`config.mk`:
```
export PLATFORM = sky130hd
export DESIGN_NAME = ksa_engine
export DESIGN_NICKNAME = d
export VERILOG_FILES = /design/src/rtl/ksa_engine.sv
export SDC_FILE = /design/constraint.sdc
export NUM_CORES = 1
export LEC_CHECK = 0
export BUFFER_PORTS_ARGS = -buffer_cell sky130_fd_sc_hd__buf_4
export CORE_MARGIN = 2
export CORE_UTILIZATION = 40
export DETAILED_ROUTE_END_ITERATION = 10
export GPL_TIMING_DRIVEN = 0
export PLACE_DENSITY = 0.56
export SLEW_MARGIN = 20
export SYNTH_ARGS = -nofsm -noshare
export SYNTH_HDL_FRONTEND = slang
export SYNTH_SLANG_ARGS = --single-unit
```
`constraint.sdc`:
```
create_clock -name clk -period 3.6 [get_ports clk]
set_clock_uncertainty 0.2 [all_clocks]
set_input_delay 0.9 -clock clk [delete_from_list [all_inputs] [get_ports clk]]
set_output_delay 0.9 -clock clk [all_outputs]
set_load 0.02 [all_outputs]
```
`src/rtl/ksa_engine.sv`:
```
// ksa_engine: RC4 key setup. Fills S[i]=i, then runs the key-scheduling
// pass over S through a single-port synchronous RAM and pulses done.
module ksa_engine #(
    parameter int unsigned KEY_BYTES = 3
) (
    input  logic                   clk,
    input  logic                   rst_n,
    input  logic                   start,
    input  logic [8*KEY_BYTES-1:0] secret_key,
    input  logic [7:0]             s_rddata,
    output logic [7:0]             s_addr,
    output logic [7:0]             s_wrdata,
    output logic                   s_wren,
    output logic                   busy,
    output logic                   done
);

    localparam int unsigned KEY_W  = 8 * KEY_BYTES;
    localparam int unsigned KIDX_W = (KEY_BYTES > 1) ? $clog2(KEY_BYTES) : 1;

    typedef enum logic [3:0] {
        IDLE,
        INIT_WR,
        KSA_RD_SI,
        KSA_STR_SI,
        KSA_RD_SJ,
        KSA_STR_SJ,
        KSA_WR_J,
        KSA_WR_I,
        DONE
    } state_t;

    state_t              state_q, state_d;
    logic [7:0]          i_q, i_d;
    logic [7:0]          j_q, j_d;
    logic [KIDX_W-1:0]   kidx_q, kidx_d;
    logic [7:0]          s_i_q, s_i_d;
    logic [7:0]          s_j_q, s_j_d;
    logic [KEY_W-1:0]    key_q, key_d;
    logic [7:0]          key_byte;

    logic [7:0]          addr_d;
    logic [7:0]          wrdata_d;
    logic                wren_d;
    logic                busy_d;
    logic                done_d;

    // Select the key byte addressed by kidx (byte 0 is the MSB of the key)
    always_comb begin
        key_byte = 8'h00;
        for (int k = 0; k < int'(KEY_BYTES); k++) begin
            if (kidx_q == KIDX_W'(k)) begin
                key_byte = key_q[8*(int'(KEY_BYTES)-k)-1 -: 8];
            end
        end
    end

    // Next-state and datapath update
    always_comb begin
        state_d = state_q;
        i_d     = i_q;
        j_d     = j_q;
        kidx_d  = kidx_q;
        s_i_d   = s_i_q;
        s_j_d   = s_j_q;
        key_d   = key_q;
        case (state_q)
            IDLE: begin
                if (start) begin
                    key_d   = secret_key;
                    i_d     = 8'h00;
                    state_d = INIT_WR;
                end
            end
            INIT_WR: begin
                if (i_q == 8'hFF) begin
                    i_d     = 8'h00;
                    j_d     = 8'h00;
                    kidx_d  = '0;
                    state_d = KSA_RD_SI;
                end else begin
                    i_d = i_q + 8'h01;
                end
            end
            KSA_RD_SI: state_d = KSA_STR_SI;
            KSA_STR_SI: begin
                s_i_d   = s_rddata;
                j_d     = j_q + s_rddata + key_byte;
                state_d = KSA_RD_SJ;
            end
            KSA_RD_SJ: state_d = KSA_STR_SJ;
            KSA_STR_SJ: begin
                s_j_d   = s_rddata;
                state_d = KSA_WR_J;
            end
            KSA_WR_J: state_d = KSA_WR_I;
            KSA_WR_I: begin
                if (i_q == 8'hFF) begin
                    state_d = DONE;
                end else begin
                    i_d     = i_q + 8'h01;
                    kidx_d  = (kidx_q == KIDX_W'(KEY_BYTES - 1)) ? '0 : kidx_q + KIDX_W'(1);
                    state_d = KSA_RD_SI;
                end
            end
            DONE:    state_d = IDLE;
            default: state_d = IDLE;
        endcase
    end

    // Output values for the coming cycle, decoded from next state/registers
    always_comb begin
        addr_d   = 8'h00;
        wrdata_d = 8'h00;
        wren_d   = 1'b0;
        busy_d   = (state_d != IDLE);
        done_d   = (state_d == DONE);
        case (state_d)
            INIT_WR: begin
                addr_d   = i_d;
                wrdata_d = i_d;
                wren_d   = 1'b1;
            end
            KSA_RD_SI, KSA_STR_SI: addr_d = i_d;
            KSA_RD_SJ, KSA_STR_SJ: addr_d = j_d;
            KSA_WR_J: begin
                addr_d   = j_d;
                wrdata_d = s_i_d;
                wren_d   = 1'b1;
            end
            KSA_WR_I: begin
                addr_d   = i_d;
                wrdata_d = s_j_d;
                wren_d   = 1'b1;
            end
            default: ;
        endcase
    end

    // State, datapath and registered outputs
    always_ff @(posedge clk or negedge rst_n) begin
        if (!rst_n) begin
            state_q  <= IDLE;
            i_q      <= 8'h00;
            j_q      <= 8'h00;
            kidx_q   <= '0;
            s_i_q    <= 8'h00;
            s_j_q    <= 8'h00;
            key_q    <= '0;
            s_addr   <= 8'h00;
            s_wrdata <= 8'h00;
            s_wren   <= 1'b0;
            busy     <= 1'b0;
            done     <= 1'b0;
        end else begin
            state_q  <= state_d;
            i_q      <= i_d;
            j_q      <= j_d;
            kidx_q   <= kidx_d;
            s_i_q    <= s_i_d;
            s_j_q    <= s_j_d;
            key_q    <= key_d;
            s_addr   <= addr_d;
            s_wrdata <= wrdata_d;
            s_wren   <= wren_d;
            busy     <= busy_d;
            done     <= done_d;
        end
    end

endmodule

```
**Yosys cells after proc, flatten, opt, wreduce, memory -nomap -nowiden**

Index checks and enable logic that the tools add are counted.

- $add $sub $neg: 4
- Multipliers: 0
- Divide/modulo/power cells: 0
- $lt $le $gt $ge: 0
- Equality and inequality tests: 20
- Shift-type cells: 0
- Mux-type cells: 22
- Bitwise logic cells: 0
- Reduce and logical (&&, ||, !) cells: 9

Operators with widths:

| operator | number |
|---|---|
| 8-bit two-way mux | 9 |
| 8-bit case mux with 3 select lines | 2 |
| 4-bit by 3-bit == test with 1-bit output (second input constant) | 8 |
| 4-bit case mux with 8 select lines | 1 |
| 8-bit case mux with 2 select lines | 2 |
| 8-bit adder | 2 |
| 4-bit by 2-bit == test with 1-bit output (second input constant) | 4 |
| 4-bit two-way mux | 3 |
| 8-bit by 1-bit adder with 8-bit output (second input constant) | 1 |
| 4-bit by 1-bit == test with 1-bit output (second input constant) | 2 |
| 8-bit == test (second input constant) | 1 |
| 2-bit two-way mux | 3 |
| 3-bit OR reduction | 2 |
| 4-bit == test (second input constant) | 1 |
| 4-bit logical NOT | 1 |
| 2-bit inequality test (second input constant) | 2 |
| 2-bit case mux with 2 select lines | 1 |
| 4-bit nonzero test | 1 |
| 4-bit OR reduction | 1 |
| 3-bit AND reduction | 1 |
| 2-bit by 1-bit adder with 2-bit output (second input constant) | 1 |
| 2-bit by 1-bit == test with 1-bit output (second input constant) | 1 |
| 2-bit == test (second input constant) | 1 |
| 2-bit logical NOT | 1 |
| other kinds (3) | 3 |

- Register bits after elaboration: 81
- Bits in latches: 0
- Memory bits (writable): 0
- Bits in read-only memories: 0
- Bits of input ports: 35
- Output and inout bits: 19
- Word-level logic and storage cells: 67
- Memories kept: 0

**Longest topological paths before layout**

- Depth in word-level cells: 7
- Gate-level depth with buffers: 15
- Depth with buffers taken out: 14

**Least setup slack after synthesis**

No wires, ideal clock.

- Path type: register -> register
- From: register kidx_q[0]
- To: register j_q[7]
- Setup time: 129 ps
- Data arrival time: 2822 ps
- Required time: 3271 ps
- Slack: 449 ps
- Cell stages (with the launch flop): 16
- Buffers on the path: 1
- Period minus slack after synthesis: 3151 ps
- Cell sequence: dfrtp_1 > buf_1 > mux2i_1 > nor2_1 > a21oi_1 > fa_1 > inv_1 > ha_1 > inv_1 > fa_1 > nor2b_1 > o31ai_1 > nand2b_1 > a21oi_1 > xnor2_1 > o21ai_0

- Longest elaborated chain between the ends: 6
- Elaborated cells on any way between the ends: 8
- Those cells by class: add/sub (1); eq/ne (2); mux (4); reduce/logical (1)

Ends and longest elaborated chain:

| item | RTL line | RTL |
|---|---|---|
| start: declaration | 36 | `logic [KIDX_W-1:0] kidx_q, kidx_d;` |
| start signal: assignment | 159 | `kidx_q <= kidx_d;` |
| 2-bit logical NOT | 52 | `if (kidx_q == KIDX_W'(k)) begin` |
| 8-bit two-way mux (2 in series) | 52 |  |
| 8-bit two-way mux (*) | 52 |  |
| 8-bit adder (*) | 88 | `j_d = j_q + s_rddata + key_byte;` |
| 8-bit case mux with 2 select lines (*) | 67 | `case (state_q)` |
| via j_d[7] | 35 | `logic [7:0] j_q, j_d;` |
| end signal: assignment | 158 | `j_q <= j_d;` |
| end: declaration | 35 |  |

Mark *: on every way through the listed nets, which the timed path passes. The rest lies on a longest branch.
A chain may end at the register's enable or synchronous reset.

**Final worst setup path**

- From: register kidx_q[0]
- To: register s_addr[7]

- Longest elaborated chain between the ends: 7
- Elaborated cells on any way between the ends: 9
- Those cells by class: add/sub (1); eq/ne (2); mux (5); reduce/logical (1)

Ends and longest elaborated chain:

| item | RTL line | RTL |
|---|---|---|
| 2-bit logical NOT | 52 |  |
| 8-bit two-way mux (2 in series) | 52 |  |
| 8-bit two-way mux (*) | 52 |  |
| 8-bit adder (*) | 88 |  |
| 8-bit case mux with 2 select lines (*) | 67 |  |
| 8-bit case mux with 2 select lines (*) | 118 | `case (state_d)` |
| via addr_d[7] | 42 | `logic [7:0] addr_d;` |
| end signal: assignment | 163 | `s_addr <= addr_d;` |
| end: declaration | 11 | `output logic [7:0] s_addr,` |

Marked as above.

==> metrics.cfg <==
[worst_setup_path]
startpoint=kidx_q[0]
worstPathArrival_ns=3.38
cp-start-kind=flip-flop
critPathMaxStageDelay_ns=0.43
cp.required_ns=3.65
ff2ff_setup_slack_ns=0.27
reg2reg_from=kidx_q[0]
cp-end-kind=flip-flop
slowest_stage=fa_1
path_cells=buf_2 > mux2i_1 > nor2_1 > a21oi_1 > fa_1 > inv_1 > ha_1 > inv_1 > fa_1 > nor2b_1 > o31ai_1 > nand2b_1 > a21oi_1 > xnor2_1 > o21ai_1
crit_family=adder cells
cp_max_fo=10
cp.depth=15
path_buf_inv=3
worstReg2RegEnd=s_addr[7]
crit_end=s_addr[7]
ff2ff_path_depth=15
path_class=flip-flop to flip-flop

[clock_network]
clk_latency_ns=0.35
cts_buffers=9
cts_tree=yes
hold_buffers=0
ctsRootBufferMaster=clkbuf_8
cts_sinks=81
clockBufferDepth=2
htreeDepth=3
clk_pin_slew_ns=0.08

[timing]
setup_viol=0
rsz0062_at_grt=no
relSlewSlack=0.5098
maxSlewViolCount=0
tightest_slew_ns=0.7304
hold_viol=0
fmax_mhz=299.9
setup_ws_ns=0.2656
period_share=0.9262
worst_hold_slack_ns=0.2867
finalCriticalPeriod_ns=3.334

[die]
dieWidth_um=106.0
core_mm2=0.01023
ios=54
num_rows=37
die_h_um=106.0
die_area_mm2=0.01123
start_util=0.4066

[layout]
antennaDiodeCount=0
fillers=968
fin_nets=503
syn_to_final_growth_pct=18.86
finish.utilization=0.4833
final_cells=593
final_area_mm2=0.004945
drive_gt1_frac=0.2801

[global_route]
grt-ovfl-total=0
grt_pass1_wl_um=16050
grt_pass1_vias=3081
grt_usage=0.1868
grt_max_degree=82
antenna_found_initial=0

[drt]
drc_errors=0
detail-route-antenna-nets=0
vias=3028
wl_per_cell_um=16.26
avgViaCountPerCell=5.106
routed_wl_um=9643
drtPass1Iterations=5
first_iter_violations=124

[synthesis]
synth_most_common_cell=dfrtp_1
yosys-top-cells-count=dfrtp_1 (81), nand2_1 (39), inv_1 (33)
syn_nets=439
ys_seq_elements=81
yosysTopAreaCell=dfrtp_1
synth_top_cell_area_share=0.4872
synthCells=388
ys_warn_count=0
synthArstFlopShare=1.000
yosysSeqAreaShare=0.4872
synth.area.top_cells=dfrtp_1 (49%), mux2_2 (8.7%), fa_1 (3.8%), nand2_1 (3.5%), inv_1 (3.0%)
synth_edf_count=0
ys.flop_type=dfrtp_1
synth_cell_types=59
synth.cell_area_mm2=0.004160
synth.avg_cell_area_um2=10.72

[place]
place_inst=577
dpl_worst_slack_ns=-0.09765
dpl.hpwl_um=7053
portBuffers=53
place_area_mm2=0.004728
globalplace.congestion=0.8578

[pwr]
cellPowerDensity_mw_per_mm2=346.1
p_leak_nw=2.384
irDropWorstVdd_v=0.0001784

[outcome]
status=finished clean

[hold_path]
hold_path.class=flip-flop to flip-flop
hp-start=s_i_q[7]

[flow_run]
max_cap_violations=0

through the flow:
step	TNS [ns]	power, mW
floorplan	0	0.9526
global placement	-0.1090	1.008
detailed placement	-0.09765	1.010
CTS	0	1.730
global route	0	1.784
finish	0	1.711
tightest hold or removal path, stage by stage (launching register included):
cell,delay (ns)
dfrtp_1,0.35
nand2_1,0.05
nand2_1,0.06
kinds of logic (layout without fill, tap and decap cells):
logic type | Yosys count | after routing | share of synthesized area
compound gates | 86 | 86 | 0.1347
xor+xnor | 13 | 13 | 0.02737
fa+ha+maj | 16 | 16 | 0.06256
buf+inv | 52 | 121 | 0.05684
flops | 81 | 81 | 0.4872
mux | 40 | 40 | 0.1059
simple gates | 100 | 100 | 0.1254
power by group:
part / leakage (nW) / switching, mW / internal [mW]
clock: 0.0995 / 0.331 / 0.390
sequential: 0.988 / 0.000479 / 0.909
combinational: 1.30 / 0.0430 / 0.0371
how the worst min path moves through the flow:
| stage | depth (start not counted) | end | slack [ns] |
|---|---|---|---|
| after floorplan | 2 | s_i_q[0] | 0.25 |
| after CTS | 2 | s_i_q[7] | 0.29 |
| after detailed placement | 2 | s_i_q[7] | 0.26 |
| final | 2 | s_i_q[7] | 0.29 |
| after global routing | 2 | s_i_q[4] | 0.32 |
| after global placement | 2 | s_i_q[7] | 0.26 |
placed cells by master, fill, tap and decap left out, drive strengths merged, types with 3 or more instances in the layout:
master / netlist / final
dfrtp: 81 / 81
buf: 11 / 64
nand2: 40 / 40
inv: 34 / 34
mux2: 32 / 32
nor2: 27 / 27
o21ai: 21 / 21
clkbuf: 7 / 18
a21oi: 16 / 16
o22ai: 15 / 15
xnor2: 12 / 12
a22oi: 12 / 12
mux2i: 8 / 8
fa: 8 / 8
ha: 8 / 8
o21a: 5 / 5
nand2b: 5 / 5
nor3: 5 / 5
nor2b: 5 / 5
and3: 4 / 4
nand3: 3 / 3
metal layers:
layer | vias to the layer above | GRT usage | wire length (µm)
li1 | 1469 | - | -
met5 | - | 0 | 0
met1 | 1482 | 0.2648 | 4547
met3 | 6 | 0.03801 | 445
met4 | 0 | 0.06297 | 120
met2 | 71 | 0.2866 | 4529
cell type report:
| class | instances | area, µm² | area share |
|---|---|---|---|
| Buffer | 18 | 110.1 | 0.02227 |
| Multi-Input combinational cell | 255 | 1897 | 0.3836 |
| Sequential cell | 81 | 2027 | 0.4099 |
| Timing Repair Buffer | 53 | 401.6 | 0.08122 |
| Clock buffer | 11 | 131.4 | 0.02657 |
| Inverter | 34 | 127.6 | 0.02581 |
| Tap cell | 136 | 170.2 | 0.03441 |
| Clock inverter | 5 | 80.08 | 0.01619 |
flip-flops by register name (all words and copies together), names as in the netlist:
| register | cells |
|---|---|
| s_i_q | 8 |
| key_q | 24 |
| s_addr | 8 |
| s_wrdata | 8 |
| kidx_q | 2 |
| done | 1 |
| s_j_q | 8 |
| i_q | 8 |
| j_q | 8 |
| busy | 1 |
| state_q | 4 |
| s_wren | 1 |
timing repair:
item,4_1_cts,5_1_grt
setup buffers,0,0
gates resized for setup,1,1
setup endpoints to repair,2,1
Note: power is estimated with default switching activity, not from simulation.
